<file path="config.mk">
export PLATFORM = sky130hd
export DESIGN_NAME = add_arbiter_flat
export DESIGN_NICKNAME = d
export VERILOG_FILES = /design/src/rtl/add_arbiter_if.sv /design/src/rtl/add_arbiter.sv /design/src/flat_wrapper.sv
export SDC_FILE = /design/constraint.sdc
export NUM_CORES = 1
export LEC_CHECK = 0
export CAP_MARGIN = 5
export CORE_MARGIN = 4
export CORE_UTILIZATION = 42
export DETAILED_ROUTE_END_ITERATION = 12
export GPL_ROUTABILITY_DRIVEN = 0
export PLACE_DENSITY_LB_ADDON = 0.2
export SYNTH_ARGS = -nofsm -noshare
export SYNTH_HDL_FRONTEND = slang
export SYNTH_SLANG_ARGS = --single-unit
</file>
<file path="constraint.sdc">
create_clock -name clk -period 4 [get_ports clk]
set_input_delay 0.4 -clock clk [delete_from_list [all_inputs] [get_ports clk]]
set_output_delay 0.4 -clock clk [all_outputs]
set_load 0.01 [all_outputs]
</file>
<file path="src/rtl/add_arbiter_if.sv">
// Request/response bundle shared by two adder requesters and one result consumer.
// The arbiter connects through the slave modport; the traffic source uses master.
interface add_arbiter_if;
  logic       req0_valid;
  logic [5:0] req0_a;
  logic [5:0] req0_b;
  logic       req0_cin;
  logic       req0_ready;

  logic       req1_valid;
  logic [5:0] req1_a;
  logic [5:0] req1_b;
  logic       req1_cin;
  logic       req1_ready;

  logic       rsp_valid;
  logic [5:0] rsp_sum;
  logic       rsp_cout;
  logic       rsp_id;
  logic       rsp_ready;

  modport slave (
    input  req0_valid, req0_a, req0_b, req0_cin,
    output req0_ready,
    input  req1_valid, req1_a, req1_b, req1_cin,
    output req1_ready,
    output rsp_valid, rsp_sum, rsp_cout, rsp_id,
    input  rsp_ready
  );

  modport master (
    output req0_valid, req0_a, req0_b, req0_cin,
    input  req0_ready,
    output req1_valid, req1_a, req1_b, req1_cin,
    input  req1_ready,
    input  rsp_valid, rsp_sum, rsp_cout, rsp_id,
    output rsp_ready
  );
endinterface

</file>
<file path="src/rtl/add_arbiter.sv">
// Two requesters share one 6-bit adder; one registered result slot with 1-cycle latency.
// Optional macro ADD_ARB_SAT_EN saturates the sum to 6'h3F on carry-out.
module add_arbiter #(
  parameter bit RR_EN = 1'b1
) (
  input  logic     clk,
  input  logic     rst,
  add_arbiter_if.slave bus
);

  typedef enum logic {
    IDLE = 1'b0,
    RESP = 1'b1
  } state_t;

  state_t     state_reg, state_next;
  logic       last_grant_reg, last_grant_next;
  logic [5:0] sum_reg, sum_next;
  logic       cout_reg, cout_next;
  logic       id_reg, id_next;

  logic [1:0] req_valid;
  logic [5:0] req_a [2];
  logic [5:0] req_b [2];
  logic [1:0] req_cin;
  logic [1:0] req_ready;

  logic       sel;
  logic       grant_ok;
  logic       grant;
  logic [6:0] add_full;
  logic [5:0] res_sum;

  assign req_valid = {bus.req1_valid, bus.req0_valid};
  assign req_cin   = {bus.req1_cin, bus.req0_cin};
  assign req_a[0]  = bus.req0_a;
  assign req_a[1]  = bus.req1_a;
  assign req_b[0]  = bus.req0_b;
  assign req_b[1]  = bus.req1_b;

  // On a tie the round-robin winner is whoever did not win last time.
  always_comb begin
    sel = 1'b0;
    if (&req_valid) begin
      sel = RR_EN ? ~last_grant_reg : 1'b0;
    end else begin
      sel = ~req_valid[0];
    end
  end

  assign add_full = {1'b0, req_a[sel]} + {1'b0, req_b[sel]} + {6'd0, req_cin[sel]};

`ifdef ADD_ARB_SAT_EN
  assign res_sum = add_full[6] ? 6'h3F : add_full[5:0];
`else
  assign res_sum = add_full[5:0];
`endif

  always_comb begin
    state_next      = state_reg;
    last_grant_next = last_grant_reg;
    sum_next        = sum_reg;
    cout_next       = cout_reg;
    id_next         = id_reg;
    grant_ok        = 1'b0;

    case (state_reg)
      IDLE:    grant_ok = 1'b1;
      RESP:    grant_ok = bus.rsp_ready;
      default: grant_ok = 1'b0;
    endcase

    grant = !rst && grant_ok && (|req_valid);

    case (state_reg)
      IDLE: begin
        if (grant) state_next = RESP;
      end
      RESP: begin
        if (bus.rsp_ready) state_next = grant ? RESP : IDLE;
      end
      default: state_next = IDLE;
    endcase

    if (grant) begin
      sum_next        = res_sum;
      cout_next       = add_full[6];
      id_next         = sel;
      last_grant_next = sel;
    end
  end

  always_ff @(posedge clk) begin
    if (rst) begin
      state_reg      <= IDLE;
      last_grant_reg <= 1'b1;
      sum_reg        <= 6'd0;
      cout_reg       <= 1'b0;
      id_reg         <= 1'b0;
    end else begin
      state_reg      <= state_next;
      last_grant_reg <= last_grant_next;
      sum_reg        <= sum_next;
      cout_reg       <= cout_next;
      id_reg         <= id_next;
    end
  end

  generate
    for (genvar gi = 0; gi < 2; gi++) begin : g_ready
      assign req_ready[gi] = grant && (sel == 1'(gi));
    end
  endgenerate

  assign bus.req0_ready = req_ready[0];
  assign bus.req1_ready = req_ready[1];
  assign bus.rsp_valid  = (state_reg == RESP);
  assign bus.rsp_sum    = sum_reg;
  assign bus.rsp_cout   = cout_reg;
  assign bus.rsp_id     = id_reg;

endmodule

</file>
<file path="src/flat_wrapper.sv">
// flat-port wrapper written by rule: the top's interface ports become plain ports
module add_arbiter_flat 
#(
  parameter bit RR_EN = 1'b1
)
  (clk, rst, bus_req0_valid, bus_req0_a, bus_req0_b, bus_req0_cin, bus_req0_ready, bus_req1_valid, bus_req1_a, bus_req1_b, bus_req1_cin, bus_req1_ready, bus_rsp_valid, bus_rsp_sum, bus_rsp_cout, bus_rsp_id, bus_rsp_ready);
  add_arbiter_if bus_i ();
  input  logic clk;
  input  logic rst;
  input wire logic [$bits(bus_i.req0_valid)-1:0] bus_req0_valid;
  input wire logic [$bits(bus_i.req0_a)-1:0] bus_req0_a;
  input wire logic [$bits(bus_i.req0_b)-1:0] bus_req0_b;
  input wire logic [$bits(bus_i.req0_cin)-1:0] bus_req0_cin;
  output wire logic [$bits(bus_i.req0_ready)-1:0] bus_req0_ready;
  input wire logic [$bits(bus_i.req1_valid)-1:0] bus_req1_valid;
  input wire logic [$bits(bus_i.req1_a)-1:0] bus_req1_a;
  input wire logic [$bits(bus_i.req1_b)-1:0] bus_req1_b;
  input wire logic [$bits(bus_i.req1_cin)-1:0] bus_req1_cin;
  output wire logic [$bits(bus_i.req1_ready)-1:0] bus_req1_ready;
  output wire logic [$bits(bus_i.rsp_valid)-1:0] bus_rsp_valid;
  output wire logic [$bits(bus_i.rsp_sum)-1:0] bus_rsp_sum;
  output wire logic [$bits(bus_i.rsp_cout)-1:0] bus_rsp_cout;
  output wire logic [$bits(bus_i.rsp_id)-1:0] bus_rsp_id;
  input wire logic [$bits(bus_i.rsp_ready)-1:0] bus_rsp_ready;
  assign bus_i.req0_valid = bus_req0_valid;
  assign bus_i.req0_a = bus_req0_a;
  assign bus_i.req0_b = bus_req0_b;
  assign bus_i.req0_cin = bus_req0_cin;
  assign bus_req0_ready = bus_i.req0_ready;
  assign bus_i.req1_valid = bus_req1_valid;
  assign bus_i.req1_a = bus_req1_a;
  assign bus_i.req1_b = bus_req1_b;
  assign bus_i.req1_cin = bus_req1_cin;
  assign bus_req1_ready = bus_i.req1_ready;
  assign bus_rsp_valid = bus_i.rsp_valid;
  assign bus_rsp_sum = bus_i.rsp_sum;
  assign bus_rsp_cout = bus_i.rsp_cout;
  assign bus_rsp_id = bus_i.rsp_id;
  assign bus_i.rsp_ready = bus_rsp_ready;
  add_arbiter #(.RR_EN(RR_EN)) u_core (.clk(clk), .rst(rst), .bus(bus_i));
endmodule
</file>
==> out/metrics.csv, run 1 <==
stage;metric;value;unit
logic_synthesis;top cell type's share of synthesized area;24.7;%
timing;maximum clock rate;326;MHz
logic_synthesis;Net Count, Synth;122;
cts;Num CTS Buffers;3;
floorplanning;core area;1780;um^2
logic_synthesis;Avg Cell Area, Syn;9.65;um^2
job;# Max-Cap Violations;0;
place;detailed placer's ending HPWL;1760;um
setup_path;worst path arrival time;3270;ps
global_route;aggregate global-route resource usage;16.3;%
logic_synthesis;ys flop type;dfxtp_1;
logic_synthesis;Area contributors post-synth;dfxtp_1 (25%), mux2_2 (8.3%), ha_1 (7.7%), mux2_1 (5.6%), fa_1 (4.9%);
logic_synthesis;Cell Area, Synth;811;um^2
place;Buffers on Ports;41;
hold_path;hold-critical path depth;2;
setup_path;crit path launch type;primary input;
logic_synthesis;Yosys warnings;0;
detailed_routing;remaining antenna violation count;0;
floorplanning;width of the die;51.9;um
setup_path;Crit Path Max Fanout;16;
global_route;first-pass GRT wire length;3300;um
global_route;largest net degree at the start of global routing;17;
setup_path;register-to-register setup slack;1320;ps
timing;period utilization;76.7;%
cts;Clock Latency Late Sink;270;ps
power_and_ir_drop;Leak;0.493;nW
cts;CTS resizes;0;
logic_synthesis;most frequent cells after synthesis;dfxtp_1 (10), nor2_1 (8), mux2_2 (6);
power_and_ir_drop;Design Power;0.375;mW
layout;Nets;165;
timing;fin crit period;3070;ps
detailed_routing;routed vias;774;
logic_synthesis;fraction of registers with async set/reset;0;%
floorplanning;num ports;42;
detailed_routing;count of TritonRoute iterations in the first routing pass;4;
timing;slew at the pin closest to its max-slew limit;581;ps
hold_path;Hold Crit Start;u_core.bus.rsp_sum[2];
layout;final std cell area, no fill;1260;um^2
timing;Fin. Hold Viols;0;
timing;RSZ-0062 raised after global routing;false;
logic_synthesis;count leader, synth;dfxtp_1;
logic_synthesis;Seq cells post-synth;10;
floorplanning;standard-cell rows;15;
timing;number of setup violations in the final report;0;
detailed_routing;Post-route DRC;0;
cts;postcts setup bufs;0;
detailed_routing;vias per std cell;5.13;
layout;# diodes;0;
logic_synthesis;Cells after Synth;84;
run_status;status;finished clean;
power_and_ir_drop;power density cells;297;nW/um^2
hold_path;Worst Hold Endpoint;u_core.bus.rsp_sum[2];
setup_path;critical path class;primary input to register;
timing;Total Neg Setup Slack;0;ps
setup_path;Worst Path Required;4200;ps
cts;Hold-fix buffers, CTS;0;
global_route;initial antenna violation count;0;
global_route;GRT overflow;0;
place;placed standard-cell area;1230;um^2
logic_synthesis;Distinct cells, synth;34;
detailed_routing;initial DRC count;11;
timing;final slew viol count;0;
timing;Slew headroom;61.2;%
cts;clk root buf;clkbuf_4;
cts;maximum clock insertion buffer count;2;
layout;number of flip-flops in the largest register;6;
cts;htree depth;1;
layout;layout cells sized above 1;14.3;%
floorplanning;Starting Density;45.5;%
setup_path;Crit Reg-Reg Endpoint;u_core.bus.rsp_sum[4];
cts;CTS tree;yes;
logic_synthesis;Synth area leader;dfxtp_1;
logic_synthesis;Post-synth EDFFs;0;
floorplanning;die height;51.9;um
detailed_routing;final wirelength;2110;um
setup_path;R2R depth;8;
floorplanning;die footprint;2700;um^2
detailed_routing;Avg WL per Cell;14.0;um
cts;Sink Count;10;
power_and_ir_drop;Worst IR Drop VDD;0.218;mV
timing;Hold Slack;454;ps
hold_path;HP Class;register to register;
global_route;vias in the first global route;768;
setup_path;crit end category;register;
setup_path;worst reg2reg path startpoint;u_core.last_grant_reg;
logic_synthesis;Seq/Total Area, Yosys;24.7;%
timing;Setup Skew;4.76;ps
layout;Synth-to-Final Area Change;55.7;%
cts;Worst-path clk slew;70;ps
==> where the power goes <==
group | switching [mW] | internal (mW)
clock | 0.0364 | 0.0553
sequential | 0.00666 | 0.113
combinational | 0.0689 | 0.0949
total | 0.112 | 0.263
==> area by class of cell <==
cell class | count | area (um^2)
flip-flops and latches | 10 | 200
clock buffers | 4 | 36.3
repair buffers | 42 | 418
inverters | 4 | 15.0
well taps | 25 | 31.3
multi-input cells | 66 | 562
fillers | 143 | 520
==> worst max-delay path, stage by stage <==
cell             delay [ps]
clkdlybuf4s50_1         520
inv_1                    80
o21ai_4                 430
mux2i_1                 210
fa_1                    500
fa_1                    460
nor2b_4                 150
o21ai_0                  90
a211o_1                 280
a21oi_2                 120
==> cell families after synthesis <==
family	after synthesis	synth area share, %
compound gates	22	21.6
fa+ha+maj	7	12.7
simple gates	23	16.4
xor+xnor	1	1.08
flops	10	24.7
buf+inv	8	6.02
mux	13	17.6
==> through the flow <==
stage,instances,setup slack [ps],util (%)
5_1_grt,151,797,70.8
6_report,151,934,70.8
4_1_cts,151,928,70.8
3_3_place_gp,147,809,68.8
3_5_place_dp,147,633,68.8
2_1_floorplan,84,1530,-
==> cell usage in the layout (no fill, tap or decap), drive strengths merged <==
master,n
a2111oi,2
a211o,1
a211oi,3
a21o,1
a21oi,4
a311o,2
buf,1
clkbuf,4
clkdlybuf4s50,41
dfxtp,10
fa,2
ha,5
inv,4
mux2,10
mux2i,3
nand2,3
nand2b,1
nor2,9
nor2b,3
nor3,2
nor3b,5
o2111ai,1
o21a,1
o21ai,5
o21bai,1
o31a,1
xnor2,1
==> worst max-delay path by stage <==
stage / endpoint / slack [ps] / start
2_1_floorplan: u_core.bus.rsp_sum[4] / 1530 / bus_req1_valid
3_3_place_gp: u_core.bus.rsp_sum[4] / 810 / bus_req1_valid
3_5_place_dp: u_core.bus.rsp_sum[4] / 630 / bus_req1_valid
4_1_cts: u_core.bus.rsp_sum[4] / 930 / bus_req1_valid
5_1_grt: u_core.bus.rsp_cout / 800 / bus_req1_valid
6_report: u_core.bus.rsp_sum[4] / 930 / bus_req1_valid
==> layer usage <==
| layer | GRT usage [%] | up-vias | wire [um] |
|---|---|---|---|
| met5 | 0 | - | 0 |
| met4 | 6.11 | 0 | 19 |
| met3 | 5.73 | 2 | 174 |
| met2 | 28.9 | 28 | 1080 |
| met1 | 17.4 | 351 | 841 |
| li1 | - | 393 | - |
Power figures use the tool's default switching activity.
==> run 2, diff against run 1 <==
CORE_UTILIZATION = 35   (was 42)
clock period = 2.72 ns   (was 4 ns; I/O delays follow)
==> run 2 against run 1 <==
  * Sequential cell count stayed put
  * Sequential power grew 48%
  * Utilization is 9.8 points lower
  * Clock power rose by 7.2%
  * Non-clock buffer count up 13
  * Count of clock-buffer cells in the layout fell by 1
  * Cell count grew 9.9%
  * Routed wire length up 3.0%
  * Cell area grew 6.9%
  * Critical path type unchanged
  * Critical endpoint is now u_core.bus.rsp_sum[5]
  * Largest cell class unchanged
==> out/metrics.csv, run 2 (same netlist as run 1, synthesis figures left out) <==
stage;metric;value;unit
run_status;status;finished clean;
layout;Synth-to-Final Area Change;66.5;%
hold_path;HP Class;register to register;
global_route;GRT overflow;0;
cts;CTS tree;yes;
hold_path;hold-critical path depth;2;
detailed_routing;vias per std cell;4.92;
cts;CTS resizes;0;
floorplanning;die height;56.1;um
floorplanning;standard-cell rows;17;
cts;Hold-fix buffers, CTS;0;
power_and_ir_drop;power density cells;401;nW/um^2
setup_path;critical path class;primary input to register;
detailed_routing;Post-route DRC;0;
power_and_ir_drop;Psw;0.161;mW
timing;number of setup violations in the final report;0;
timing;slew at the pin closest to its max-slew limit;438;ps
setup_path;crit path launch type;primary input;
global_route;initial antenna violation count;0;
detailed_routing;count of TritonRoute iterations in the first routing pass;3;
detailed_routing;final wirelength;2170;um
cts;Clock Latency Late Sink;260;ps
detailed_routing;Avg WL per Cell;13.1;um
setup_path;crit end category;register;
power_and_ir_drop;Clock Power Share;18.2;%
cts;maximum clock insertion buffer count;2;
cts;postcts setup bufs;0;
layout;most frequent cells in the layout;clkdlybuf4s50_1 (41), buf_4 (14), dfxtp_1 (10), nor2_1 (8), mux2_2 (6);
power_and_ir_drop;Worst IR Drop VDD;0.327;mV
power_and_ir_drop;Design Power;0.541;mW
global_route;first-pass GRT wire length;3650;um
place;detailed placer's ending HPWL;1840;um
floorplanning;num ports;42;
power_and_ir_drop;Pint;0.380;mW
layout;number of flip-flops in the largest register;6;
floorplanning;core area;2210;um^2
layout;layout cells sized above 1;21.7;%
timing;Setup Skew;0.184;ps
layout;Nets;178;
setup_path;R2R depth;8;
cts;htree depth;1;
timing;maximum clock rate;395;MHz
floorplanning;Starting Density;36.7;%
setup_path;worst path arrival time;2680;ps
cts;Worst-path clk slew;60;ps
cts;Num CTS Buffers;3;
power_and_ir_drop;sw frac;29.8;%
detailed_routing;initial DRC count;3;
setup_path;Crit Path Max Fanout;6;
timing;final slew viol count;0;
setup_path;Worst Path Required;2870;ps
global_route;vias in the first global route;877;
detailed_routing;routed vias;817;
layout;commonest non-fill, non-tap cell in the layout;clkdlybuf4s50_1;
floorplanning;die footprint;3150;um^2
cts;clk root buf;clkbuf_4;
detailed_routing;remaining antenna violation count;0;
timing;fin crit period;2530;ps
power_and_ir_drop;Leak;0.547;nW
power_and_ir_drop;Reg power frac;32.5;%
layout;final core occ;61.0;%
cts;Sink Count;10;
layout;# diodes;0;
timing;period utilization;93.2;%
floorplanning;width of the die;56.1;um
global_route;largest net degree at the start of global routing;14;
setup_path;register-to-register setup slack;370;ps
job;# Max-Cap Violations;0;
power_and_ir_drop;Comb power frac;49.3;%
place;Buffers on Ports;41;
timing;Fin. Hold Viols;0;
timing;RSZ-0062 raised after global routing;false;
timing;Slew headroom;70.7;%
global_route;aggregate global-route resource usage;14.6;%
layout;fillers;216;
[run 2: cell count changes in the layout (fill, tap and decap cells not counted)]
cell | before | now
buf_4 | 1 | 14
clkbuf_8 | 1 | 0
[run 2: worst paths after layout]
kind / from / end
setup reg to reg: u_core.last_grant_reg / u_core.bus.rsp_sum[5]
hold / removal: u_core.bus.rsp_sum[4] / u_core.bus.rsp_sum[4]
setup / recovery: bus_req1_valid / u_core.bus.rsp_sum[5]
hold reg to reg: u_core.bus.rsp_sum[4] / u_core.bus.rsp_sum[4]
[run 2: layout make-up]
| class | instances | area, um^2 | area share (%) |
|---|---|---|---|
| Clock buffer | 3 | 22.5 | 1.67 |
| Inverter | 4 | 15.0 | 1.11 |
| Multi-Input combinational cell | 66 | 562 | 41.6 |
| Timing Repair Buffer | 55 | 515 | 38.2 |
| Sequential cell | 10 | 200 | 14.8 |
| Tap cell | 28 | 35.0 | 2.60 |
[run 2: metrics by stage]
stage / setup WS, ps / cells / TNS [ps] / hold slack [ps] / cell area (um^2)
2_1_floorplan: 350 / 84 / 0 / 426 / 811
4_1_cts: 166 / 166 / 0 / 466 / 1350
5_1_grt: 29.3 / 166 / 0 / 479 / 1350
3_3_place_gp: -72.4 / 163 / -208 / 449 / 1330
3_5_place_dp: -126 / 163 / -355 / 458 / 1330
6_report: 186 / 166 / 0 / 468 / 1350
[run 2: layer usage]
| layer | global-route usage [%] | vias to the layer above | wire, um |
|---|---|---|---|
| met5 | 0 | - | 0 |
| li1 | - | 418 | - |
| met1 | 15.5 | 374 | 940 |
| met3 | 6.26 | 2 | 149 |
| met2 | 26.2 | 23 | 1070 |
| met4 | 3.39 | 0 | 13 |
[run 2: power groups by stage]
stage / Clock [mW] / Sequential [mW] / Combinational (mW)
after floorplan: 0 / 0.187 / 0.128
after global placement: 0 / 0.179 / 0.264
after detailed placement: 0 / 0.179 / 0.268
after CTS: 0.103 / 0.176 / 0.269
after global routing: 0.107 / 0.178 / 0.293
final: 0.0983 / 0.176 / 0.266
[run 2: worst max-delay path, cell delays in order]
cell             delay [ps]
clkdlybuf4s50_1         480
inv_1                    60
o21ai_4                 230
buf_4                   200
mux2_2                  330
ha_1                    340
a21o_1                  190
a21oi_1                 210
a2111oi_2               100
a311o_1                 270
